`src/rtl/uart_pkg.sv`:
```
// Shared types and defaults for the UART transmit feeder and its FIFO.
package uart_pkg;

  localparam int DATA_WIDTH_DEF = 8;

  typedef enum logic [1:0] {
    IDLE      = 2'd0,
    SEND      = 2'd1,
    WAIT_BUSY = 2'd2,
    WAIT_DONE = 2'd3
  } feeder_state_t;

endpackage

```
`src/rtl/uart_sync_fifo.sv`:
```
// Synchronous circular FIFO; pointers carry one extra bit so full and empty are distinct.
module uart_sync_fifo
  import uart_pkg::*;
#(
  parameter int DATA_WIDTH = DATA_WIDTH_DEF,
  parameter int DEPTH      = 8
) (
  input  logic                   CLK,
  input  logic                   RST,
  input  logic [DATA_WIDTH-1:0]  WR_DATA,
  input  logic                   WR_EN,
  input  logic                   POP,
  output logic [DATA_WIDTH-1:0]  HEAD_DATA,
  output logic                   FULL,
  output logic                   EMPTY,
  output logic [$clog2(DEPTH):0] COUNT
);

  localparam int AW = $clog2(DEPTH);

  logic [DATA_WIDTH-1:0] mem [DEPTH];
  logic [AW:0]           wr_ptr;
  logic [AW:0]           rd_ptr;
  logic                  push_ok;
  logic                  pop_ok;

  assign EMPTY     = (wr_ptr == rd_ptr);
  assign FULL      = (wr_ptr[AW] != rd_ptr[AW]) && (wr_ptr[AW-1:0] == rd_ptr[AW-1:0]);
  assign COUNT     = wr_ptr - rd_ptr;
  assign HEAD_DATA = mem[rd_ptr[AW-1:0]];

  // A write while full is dropped even if a pop frees a slot in the same cycle.
  assign push_ok = WR_EN && !FULL;
  assign pop_ok  = POP && !EMPTY;

  always_ff @(posedge CLK or negedge RST) begin
    if (!RST) begin
      wr_ptr <= '0;
      rd_ptr <= '0;
    end else begin
      if (push_ok) wr_ptr <= wr_ptr + 1'b1;
      if (pop_ok)  rd_ptr <= rd_ptr + 1'b1;
    end
  end

  always_ff @(posedge CLK) begin
    if (push_ok) mem[wr_ptr[AW-1:0]] <= WR_DATA;
  end

endmodule

```
`src/rtl/uart_tx_feeder.sv`:
```
// Queues host words and hands them one at a time to a UART transmitter.
// Define UART_TX_FEEDER_OVF_EN to add the sticky OVERFLOW flag for dropped writes.
//
// state     | meaning
// IDLE      | wait for a queued word and an idle transmitter, then pop it
// SEND      | Data_Valid high for this single cycle, P_DATA holds the word
// WAIT_BUSY | wait for the transmitter to acknowledge by raising busy
// WAIT_DONE | wait for the transmitter to finish (busy low)
module uart_tx_feeder
  import uart_pkg::*;
#(
  parameter int DATA_WIDTH = DATA_WIDTH_DEF,
  parameter int DEPTH      = 8
) (
  input  logic                   CLK,
  input  logic                   RST,
  input  logic [DATA_WIDTH-1:0]  WR_DATA,
  input  logic                   WR_EN,
  output logic                   FULL,
  output logic                   EMPTY,
  output logic [$clog2(DEPTH):0] COUNT,
  input  logic                   busy,
  output logic [DATA_WIDTH-1:0]  P_DATA,
`ifdef UART_TX_FEEDER_OVF_EN
  output logic                   OVERFLOW,
`endif
  output logic                   Data_Valid
);

  feeder_state_t         state_q;
  feeder_state_t         state_d;
  logic                  pop;
  logic [DATA_WIDTH-1:0] head_data;
  logic [DATA_WIDTH-1:0] p_data_q;
  logic                  dv_q;

  uart_sync_fifo #(
    .DATA_WIDTH (DATA_WIDTH),
    .DEPTH      (DEPTH)
  ) u_fifo (
    .CLK       (CLK),
    .RST       (RST),
    .WR_DATA   (WR_DATA),
    .WR_EN     (WR_EN),
    .POP       (pop),
    .HEAD_DATA (head_data),
    .FULL      (FULL),
    .EMPTY     (EMPTY),
    .COUNT     (COUNT)
  );

  always_comb begin
    state_d = state_q;
    pop     = 1'b0;
    case (state_q)
      IDLE: begin
        if (!EMPTY && !busy) begin
          pop     = 1'b1;
          state_d = SEND;
        end
      end
      SEND:      state_d = WAIT_BUSY;
      WAIT_BUSY: if (busy)  state_d = WAIT_DONE;
      WAIT_DONE: if (!busy) state_d = IDLE;
      default:   state_d = IDLE;
    endcase
  end

  // Data_Valid is a flop that mirrors state_q == SEND, so it is glitch-free.
  always_ff @(posedge CLK or negedge RST) begin
    if (!RST) begin
      state_q  <= IDLE;
      dv_q     <= 1'b0;
      p_data_q <= '0;
    end else begin
      state_q <= state_d;
      dv_q    <= (state_d == SEND);
      if (pop) p_data_q <= head_data;
    end
  end

  assign P_DATA     = p_data_q;
  assign Data_Valid = dv_q;

`ifdef UART_TX_FEEDER_OVF_EN
  logic ovf_q;

  always_ff @(posedge CLK or negedge RST) begin
    if (!RST)              ovf_q <= 1'b0;
    else if (WR_EN && FULL) ovf_q <= 1'b1;
  end

  assign OVERFLOW = ovf_q;
`endif

endmodule

```
`config.mk`:
```
export PLATFORM = sky130hd
export DESIGN_NAME = uart_tx_feeder
export DESIGN_NICKNAME = d
export VERILOG_FILES = /design/src/rtl/uart_pkg.sv /design/src/rtl/uart_sync_fifo.sv /design/src/rtl/uart_tx_feeder.sv
export SDC_FILE = /design/constraint.sdc
export NUM_CORES = 1
export LEC_CHECK = 0
export BUFFER_PORTS_ARGS = -buffer_cell sky130_fd_sc_hd__buf_2
export CORE_ASPECT_RATIO = 1.2
export CORE_MARGIN = 2
export CORE_UTILIZATION = 58
export DETAILED_ROUTE_END_ITERATION = 10
export HOLD_SLACK_MARGIN = 0.02
export PLACE_DENSITY_LB_ADDON = 0.12
export REMOVE_ABC_BUFFERS = 1
export SYNTH_ARGS = -nofsm -noshare
export SYNTH_HDL_FRONTEND = slang
export SYNTH_SLANG_ARGS = --single-unit
```
`constraint.sdc`:
```
create_clock -name CLK -period 3.5 [get_ports CLK]
set_input_delay 0.525 -clock CLK [delete_from_list [all_inputs] [get_ports CLK]]
set_output_delay 0.525 -clock CLK [all_outputs]
set_load 0.05 [all_outputs]
```
==> results of run 1 <==
-- critical path, stage by stage (launching register included) --
cell and delay, ps:
dfrtp_1 520, inv_2 160, ha_1 380, and3_1 190, a21boi_0 410, nand2_1 230
nor2_1 630
-- stage by stage --
stage | setup slack (ps) | utilization [%] | total power [W]
final | 612 | 67.1 | 0.00373
after CTS | 541 | 67.1 | 0.00377
after detailed placement | 553 | 63.0 | 0.00302
after global placement | 752 | 63.0 | 0.00299
after floorplan | 527 | - | 0.00260
after global routing | 311 | 67.1 | 0.00393
-- cells in the final DEF (no fill, tap or decap), drive strengths merged --
master,Yosys,layout
fa,1,1
nand3,2,2
dfrtp,19,19
a31oi,8,8
nor2,17,17
nor2b,1,1
xor2,2,2
bufinv,0,2
and3,1,1
mux4,16,16
nand2,26,26
clkbuf,1,11
buf,5,31
clkinv,0,2
nor3,3,3
inv,9,9
nand2b,1,1
xnor2,7,7
clkinvlp,0,1
a21boi,1,1
o21ai,3,3
ha,5,5
edfxtp,64,64
a21oi,2,2
or3,1,1
and2,1,1
a21o,1,1
mux2,1,1
-- cell type report --
type	instances	share of cell area, %
inverter	9	0.901
clock inverter	5	2.00
sequential	83	63.9
multi-input combinational	100	22.5
timing repair buffer	31	4.47
tap	64	2.13
clock buffer	11	4.04
-- kinds of logic (layout without fill, tap and decap cells) --
logic type / Yosys count / in the layout / synth area share (%)
flops: 83 / 83 / 72.1
simple gates: 53 / 53 / 6.59
mux: 17 / 17 / 11.2
compound gates: 15 / 15 / 2.82
buf+inv: 15 / 56 / 2.45
xor+xnor: 9 / 9 / 2.37
fa+ha+maj: 6 / 6 / 2.48
-- flip-flops by register name, indices dropped and copies added (netlist names) --
| register | cells |
|---|---|
| u_fifo.wr_ptr | 4 |
| state_q | 2 |
| u_fifo.rd_ptr | 4 |
| u_fifo.mem | 64 |
| P_DATA | 8 |
| Data_Valid | 1 |
-- power by group through the flow --
stage                     logic, W  registers (W)  clock network (W)
after floorplan           0.000959        0.00164                  0
after global placement     0.00157        0.00142                  0
after detailed placement   0.00159        0.00143                  0
after CTS                  0.00160        0.00141           0.000764
after global routing       0.00170        0.00143           0.000800
final                      0.00157        0.00141           0.000750
-- how the worst max path moves through the flow --
stage | from | cells past startpoint | slack (ps) | endpoint
floorplan | u_fifo.rd_ptr[0] | 5 | 530 | u_fifo.mem[0][0]
global placement | u_fifo.rd_ptr[2] | 6 | 750 | u_fifo.mem[2][0]
detailed placement | u_fifo.rd_ptr[2] | 6 | 550 | u_fifo.mem[6][4]
CTS | u_fifo.rd_ptr[2] | 6 | 540 | u_fifo.mem[6][5]
global route | u_fifo.rd_ptr[2] | 6 | 310 | u_fifo.mem[6][5]
finish | u_fifo.rd_ptr[2] | 6 | 610 | u_fifo.mem[6][5]
-- metal layers --
layer  wire length [um]  up-vias  global-route usage, %
li1                   -      805                      -
met2               3000       52                   33.7
met3                260       16                   4.63
met4                183        0                   10.9
met5                  0        -                      0
met1               2520      878                   28.7
==> reports/summary.txt, run 1 <==
status: completed
clock transition at the registers of the reported paths: 80 ps
largest net degree at the start of global routing: 21
num ports: 27
Reg2Reg Depth: 6
Bufs on Longest Clock Path: 2
Netlist Area Pre-Place: 3320 sq um
antenna diode instance count: 0
Rel. slew slack: 48.5%
fin crit share: 82.5%
CP startpoint kind: register
net load switching power: 0.00149 W
VDD IR max: 0.643 mV
Die Y: 86.9 um
# clock sinks: 83
PwrDens: 995 nW/um^2
total negative slack: 0 ps
Syn Area/Cell: 16.8 sq um
Slew Limit Fails: 0
initial antenna violation count: 0
total gr overflow: 0
Die Width: 73.1 um
Area after DPL: 3520 sq um
Max-Cap Viols: 0
# nets final: 252
via-per-instance ratio: 5.78
drt drc: 0
Yosys warnings: 0
Switching Share: 40.0%
vias: 1,751
first-pass GRT wire length: 9.55 mm
placed insts: 287
Multi-input gate area: 846 sq um
Synth cell types: 31
die area: 6360 sq um
Period minus WS final: 2890 ps
Core ar.: 5590 sq um
CTS Buf Count: 9
Post-Route WL: 5.97 mm
Leakage: 1.40 nW
Avg WL per Cell: 19.7 um
Seq pwr share: 37.8%
ys flop type: edfxtp_1
register area: 2400 sq um
Post-CTS Resized: 0
Initial Utilization: 59.4%
CTS H-tree depth: 3
worst min path class: input pin to asynchronous set/reset pin
Worst Skew: 7.29 ps
fill count: 392
FF-to-FF End: u_fifo.mem[6][5]
setup bufs post-CTS: 0
ranking of synthesized cells by area: edfxtp_1, dfrtp_1, mux4_2, nand2_1, nor2_1
WS Path Type: register to register
synth cell count leaders: edfxtp_1, nand2_1, dfrtp_1
Hold Violations, Final: 0
worst reg2reg startpoint: u_fifo.rd_ptr[2]
fin area: 3750 sq um
Mapped Cells: 198
Final GP Congestion: 0.866
worst-path fanout max: 10
final setup vio count: 0
count leader, synth: edfxtp_1
asr flop ratio synth: 22.9%
Clk pwr share: 20.1%
drt first pass iters: 4
CP Capture Type: register
non-filler cells, final: 303
vias in the first global route: 1,827
TritonCTS clock tree: built
Synth area leader: edfxtp_1
CTS root buf: clkbuf_8
layout cells sized above 1: 27.6%
worst path required time: 3470 ps
Internal Pwr Total: 0.00224 W
post-synthesis sequential area ratio: 72.1%
Comb power frac: 42.1%
num rows: 30
Arr. time, crit path: 2860 ps
Clock Latency Late Sink: 340 ps
RSZ-0062 raised after global routing: no
Worst R2R Setup Slack: 610 ps
ANT nets after route: 0
number of synthesized flops with an enable pin: 64
port bufs: 26
measured slew at the worst slew-check pin: 769 ps
DR iter-0 viols: 92
area grow syn2layout: 12.8%
CTS Hold Bufs: 0
Synth Register Bits: 83
FMAX: 346 MHz
Synth top area share: 57.8%
final hold slack: 103 ps
GRT Overall Usage: 21.5%
DP HPWL: 4.18 mm
Power figures use the tool's default switching activity.
==> run 2: changes to the inputs <==
--- a/config.mk
+++ b/config.mk
@@ -8,7 +8,7 @@
 export BUFFER_PORTS_ARGS = -buffer_cell sky130_fd_sc_hd__buf_2
 export CORE_ASPECT_RATIO = 1.2
 export CORE_MARGIN = 2
-export CORE_UTILIZATION = 58
+export CORE_UTILIZATION = 53
 export DETAILED_ROUTE_END_ITERATION = 10
 export HOLD_SLACK_MARGIN = 0.02
 export PLACE_DENSITY_LB_ADDON = 0.12
==> constraint.sdc (replaced) <==
create_clock -name CLK -period 2.4 [get_ports CLK]
set_input_delay 0.36 -clock CLK [delete_from_list [all_inputs] [get_ports CLK]]
set_output_delay 0.36 -clock CLK [all_outputs]
set_load 0.05 [all_outputs]
==> reports/summary.txt, run 2 (synthesis results as in run 1) <==
first-pass GRT wire length: 10.1 mm (+6.0%)
Worst Skew: 7.97 ps (+0.679 ps)
Worst R2R Setup Slack: 160 ps (-450 ps)
crit-path cells: buf_4 > fa_1 > xnor2_1 > buf_2
measured slew at the worst slew-check pin: 482 ps (-287 ps)
Hold Violations, Final: 0 (unchanged)
final worst setup slack: 141 ps (-471 ps)
Leakage: 1.44 nW (+2.5%)
layout cells sized above 1: 31.0% (+3.4 points)
WS Path Type: register to output pin
Rel. slew slack: 67.8% (+19 points)
Tot Pwr: 0.00540 W (+45%)
port bufs: 26 (unchanged)
fin crit share: 94.1%
hold path endpoint: state_q[0]
final setup vio count: 0 (unchanged)
vias in the first global route: 1,943 (+6.3%)
Worst path max stage delay: 460 ps (-170 ps)
commonest cells after routing, fill and taps aside: edfxtp_1, nand2_1, buf_2
vias: 1,788 (+2.1%)
Die Width: 76.3 um (+4.4%)
CP Capture Type: output pin
FMAX: 443 MHz
Buf+Inv Stages, Crit Path: 2 (+1)
num ports: 27 (unchanged)
Period minus WS final: 2260 ps
setup bufs post-CTS: 0 (unchanged)
ANT nets after route: 0 (unchanged)
initial antenna violation count: 0 (unchanged)
die area: 6920 sq um (+9.0%)
family with the most delay on the worst path: buffers and inverters
Reg2Reg Depth: 5 (-1)
drt first pass iters: 4 (unchanged)
Max-Cap Viols: 0 (unchanged)
# nets final: 261 (+3.6%)
CTS H-tree depth: 3 (unchanged)
Bufs on Longest Clock Path: 2 (unchanged)
critical path's slowest cell: fa_1
via-per-instance ratio: 5.42 (-6.2%)
total negative slack: 0 ps (unchanged)
max FFs per register: 64 (unchanged)
area grow syn2layout: 15.0%
Clock Latency Late Sink: 340 ps (about the same)
total gr overflow: 0 (unchanged)
VDD IR max: 0.669 mV (+4.1%)
num rows: 31 (+3.3%)
worst reg2reg startpoint: u_fifo.wr_ptr[2]
min-delay src: busy
Avg WL per Cell: 19.2 um (-2.6%)
largest net degree at the start of global routing: 21 (unchanged)
CP startpoint kind: register
Slew Limit Fails: 0 (unchanged)
Core ar.: 6050 sq um (+8.2%)
clock transition at the registers of the reported paths: 80 ps (about the same)
TritonCTS clock tree: built
Die Y: 90.8 um (+4.4%)
worst min path class: input pin to register
RSZ-0062 raised after global routing: no
PwrDens: 1410 nW/um^2 (+42%)
Arr. time, crit path: 1900 ps (-960 ps)
Final GP Congestion: 0.895 (+3.4%)
fill count: 469 (+20%)
most common cell after layout, fill and taps aside: edfxtp_1
GRT Overall Usage: 20.0% (-1.5 points)
# clock sinks: 83 (unchanged)
Setup WS pre-CTS: -4.67 ps (-558 ps)
DR iter-0 viols: 128 (+39%)
worst-path fanout max: 20 (+10)
CTS root buf: clkbuf_8
FF-to-FF End: u_fifo.mem[7][7]
CTS Buf Count: 9 (unchanged)
DP HPWL: 4.25 mm (+1.9%)
drt drc: 0 (unchanged)
Post-Route WL: 6.33 mm (+6.0%)
Hold Crit Depth: 3
status: completed
Initial Utilization: 54.9% (-4.5 points)
antenna diode instance count: 0 (unchanged)
worst path required time: 2040 ps (-1430 ps)
==> run 2: per-layer routing <==
| layer | up-vias | wire, um | track usage, % |
|---|---|---|---|
| met5 | - | 0 | 0 |
| met4 | 0 | 127 | 7.58 |
| met3 | 13 | 227 | 5.70 |
| met2 | 46 | 3330 | 34.3 |
| met1 | 902 | 2650 | 24.0 |
| li1 | 827 | - | - |
==> run 2: power by group <==
group	internal [W]	total [W]	leakage, nW	switching (W)
Sequential	0.00188	0.00204	0.801	0.000160
Clock	0.000487	0.000958	0.0977	0.000470
Combinational	0.000820	0.00240	0.541	0.00158
==> run 2: repair_timing <==
item,in CTS,in global routing
endpoints found under the setup margin,16,15
hold endpoints to repair,19,0
gates resized for setup,1,3
hold buffers,1,0
==> run 2: worst register-to-register path: cells and delay by family (launching register included) <==
kind            cells  cell delay (ps)
compound gates      1              100
fa+ha+maj           1              360
buf+inv             1              350
flops               1              460
simple gates        2              610
==> run 2: through the flow <==
step                instance area (sq um)  hold WS, ps  std cells  util, %
floorplan                            3280         64.4        192        -
CTS                                  3820          248        330     63.1
finish                               3820          255        330     63.2
detailed placement                   3610          347        313     59.6
global route                         3820          256        330     63.2
global placement                     3610          340        313     59.6
==> run 2: cell type report <==
type / instances / area [sq um] / area share (%)
clock inverter: 3 / 20.0 / 0.524
inverter: 9 / 33.8 / 0.884
sequential: 83 / 2400 / 62.7
clock buffer: 13 / 179 / 4.68
timing repair buffer: 40 / 240 / 6.28
tap: 82 / 103 / 2.68
multi-input combinational: 100 / 850 / 22.2
==> run 2: how the worst max path moves through the flow <==
stage                startpoint  slack, ps  cells after the start          endpoint
5_1_grt        u_fifo.wr_ptr[0]         20                      6  u_fifo.mem[7][1]
2_1_floorplan  u_fifo.rd_ptr[0]       -570                      5  u_fifo.mem[0][0]
4_1_cts        u_fifo.wr_ptr[1]        100                      5          COUNT[3]
6_report       u_fifo.rd_ptr[1]        140                      4          COUNT[2]
3_5_place_dp   u_fifo.wr_ptr[2]         -5                      6  u_fifo.mem[0][1]
3_3_place_gp   u_fifo.wr_ptr[2]        150                      6  u_fifo.mem[1][3]
==> run 3: changes to the inputs <==
==> constraint.sdc (replaced) <==
create_clock -name CLK -period 1.9 [get_ports CLK]
set_input_delay 0.285 -clock CLK [delete_from_list [all_inputs] [get_ports CLK]]
set_output_delay 0.285 -clock CLK [all_outputs]
set_load 0.05 [all_outputs]
==> reports/summary.txt, run 3 (synthesis results as in run 1) <==
met2 Use GR: 37.2% (+2.9 points)
largest net degree at the start of global routing: 20 (-4.8%)
Bufs on Longest Clock Path: 2 (unchanged)
layout cells sized above 1: 44.0% (+13 points)
fin crit share: 105%
fin area: 4190 sq um (+9.5%)
GRT Overall Usage: 21.0% (+1.0 points)
worst-path fanout max: 3 (-85%)
GRT busiest layer: met2
Avg WL per Cell: 19.8 um (+3.3%)
total gr overflow: 0 (unchanged)
CP startpoint kind: register
max FFs per register: 64 (unchanged)
worst min path class: input pin to register
fill count: 417 (-11%)
Arr. time, crit path: 1710 ps (-190 ps)
Worst Skew: 10.0 ps (+2.04 ps)
ANT nets after route: 0 (unchanged)
RSZ-0062 raised after global routing: yes
status: complete, but fails checks
Initial Utilization: 54.9% (unchanged)
Slew Limit Fails: 0 (unchanged)
# clock sinks: 83 (unchanged)
worst reg2reg startpoint: u_fifo.rd_ptr[1]
final worst setup slack: -99.3 ps (-240 ps)
CTS H-tree depth: 3 (unchanged)
Rel. slew slack: 68.8% (+0.98 points)
Final GP Congestion: 0.862 (-3.7%)
Hold Crit Depth: 3 (unchanged)
# nets final: 279 (+6.9%)
num rows: 31 (unchanged)
PwrDens: 1880 nW/um^2 (+33%)
Period minus WS final: 2000 ps
CP Capture Type: output pin
TritonCTS clock tree: built
measured slew at the worst slew-check pin: 468 ps (-14.6 ps)
final setup vio count: 17 (+17)
first-pass GRT wire length: 10.6 mm (+5.0%)
via-per-instance ratio: 5.48 (+1.1%)
vias in the first global route: 2,031 (+4.5%)
vias: 1,906 (+6.6%)
Hold Violations, Final: 0 (unchanged)
Post-Route Utilization: 69.2% (+6.0 points)
most common cell after layout, fill and taps aside: edfxtp_1
crit-path cells: inv_2 > ha_4 > a21o_1 > a21oi_2 > xnor2_1 > buf_4
Leakage: 1.58 nW (+9.5%)
VDD IR max: 1.52 mV (+130%)
Worst R2R Setup Slack: -20 ps (-180 ps)
Reg2Reg Depth: 7 (+2)
Core ar.: 6050 sq um (unchanged)
CTS root buf: clkbuf_8
Die Y: 90.8 um (unchanged)
family with the most delay on the worst path: flip-flops
critical path's slowest cell: dfrtp_2
initial antenna violation count: 0 (unchanged)
Buf+Inv Stages, Crit Path: 2 (unchanged)
clock transition at the registers of the reported paths: 80 ps (about the same)
Post-Route WL: 6.90 mm (+8.9%)
hold path endpoint: state_q[0]
die area: 6920 sq um (unchanged)
drt first pass iters: 6 (+2)
FF-to-FF End: u_fifo.mem[1][6]
FMAX: 500 MHz
area grow syn2layout: 25.9%
WS Path Type: register to output pin
Area after DPL: 3720 sq um (+3.3%)
worst path required time: 1620 ps (-420 ps)
Clock Latency Late Sink: 350 ps (about the same)
Setup WS pre-CTS: -238 ps (-233 ps)
drt drc: 0 (unchanged)
met3 Track Usage GR: 4.00% (-1.7 points)
CTS Buf Count: 9 (unchanged)
DR iter-0 viols: 114 (-11%)
M1 GR Usage: 25.5% (+1.5 points)
Worst path max stage delay: 440 ps (-20 ps)
failing checks: negative setup slack
DP HPWL: 4.39 mm (+3.3%)
num ports: 27 (unchanged)
port bufs: 26 (unchanged)
Die Width: 76.3 um (unchanged)
min-delay src: busy
commonest cells after routing, fill and taps aside: edfxtp_1, nand2_1, buf_2
Max-Cap Viols: 0 (unchanged)
antenna diode instance count: 0 (unchanged)
run 3: changes by cell type in the layout (fill, tap and decap cells not counted), sizes merged:
cell	change
buf	+17
bufinv	+2
clkbuf	-2
clkinv	+2
clkinvlp	-2
bufbuf	+1
run 3: stage by stage:
step	cells	total power [W]	hold WS, ps	TNS [ps]
after floorplan	192	0.00480	-10.6	-58510
final	348	0.00786	177	-333
after CTS	348	0.00765	166	-237
after detailed placement	327	0.00585	267	-10820
after global routing	348	0.00823	194	-1780
after global placement	327	0.00575	262	-5910
run 3: final cells by class:
class                      count  area [sq um]  share of cell area [%]
sequential                    83          2400                    57.3
multi-input combinational    100           955                    22.8
inverter                       9          36.3                   0.867
clock inverter                 5          78.8                    1.88
clock buffer                  11           131                    3.14
tap                           82           103                    2.45
timing repair buffer          58           484                    11.6
run 3: routing by layer:
layer | share of wire [%] | wire [um] | up-vias
li1 | - | - | 865
met1 | 41 | 2810 | 980
met2 | 54 | 3750 | 52
met3 | 3.3 | 227 | 9
met4 | 1.6 | 108 | 0
met5 | 0 | 0 | -
run 3: worst max path at each step:
stage / start / end / slack (ps) / cells past startpoint
after floorplan: u_fifo.rd_ptr[0] / u_fifo.mem[0][0] / -1070 / 5
after global placement: u_fifo.rd_ptr[1] / u_fifo.mem[2][7] / -170 / 7
after detailed placement: u_fifo.rd_ptr[1] / u_fifo.mem[1][7] / -240 / 7
after CTS: u_fifo.rd_ptr[1] / COUNT[3] / -120 / 6
after global routing: u_fifo.rd_ptr[1] / COUNT[3] / -150 / 6
final: u_fifo.rd_ptr[1] / COUNT[3] / -100 / 6
run 3: worst min-delay path: cells and delay by family:
family                 cells  cell delay [ps]
buffers and inverters      1              100
and+or+nand+nor            2              100
run 3: power breakdown:
part | leakage, nW | internal (W) | switching (W)
sequential | 0.800 | 0.00237 | 0.000207
clock | 0.107 | 0.000739 | 0.000603
combinational | 0.669 | 0.00163 | 0.00230
run 3: repair_timing:
item                                    CTS  global route
resized for setup                        30            22
buffers inserted                          3             0
pin swaps                                 5             7
endpoints found under the setup margin   61            62
hold buffers                              1             0
gates cloned                              1             0
hold endpoints to repair                 19             0
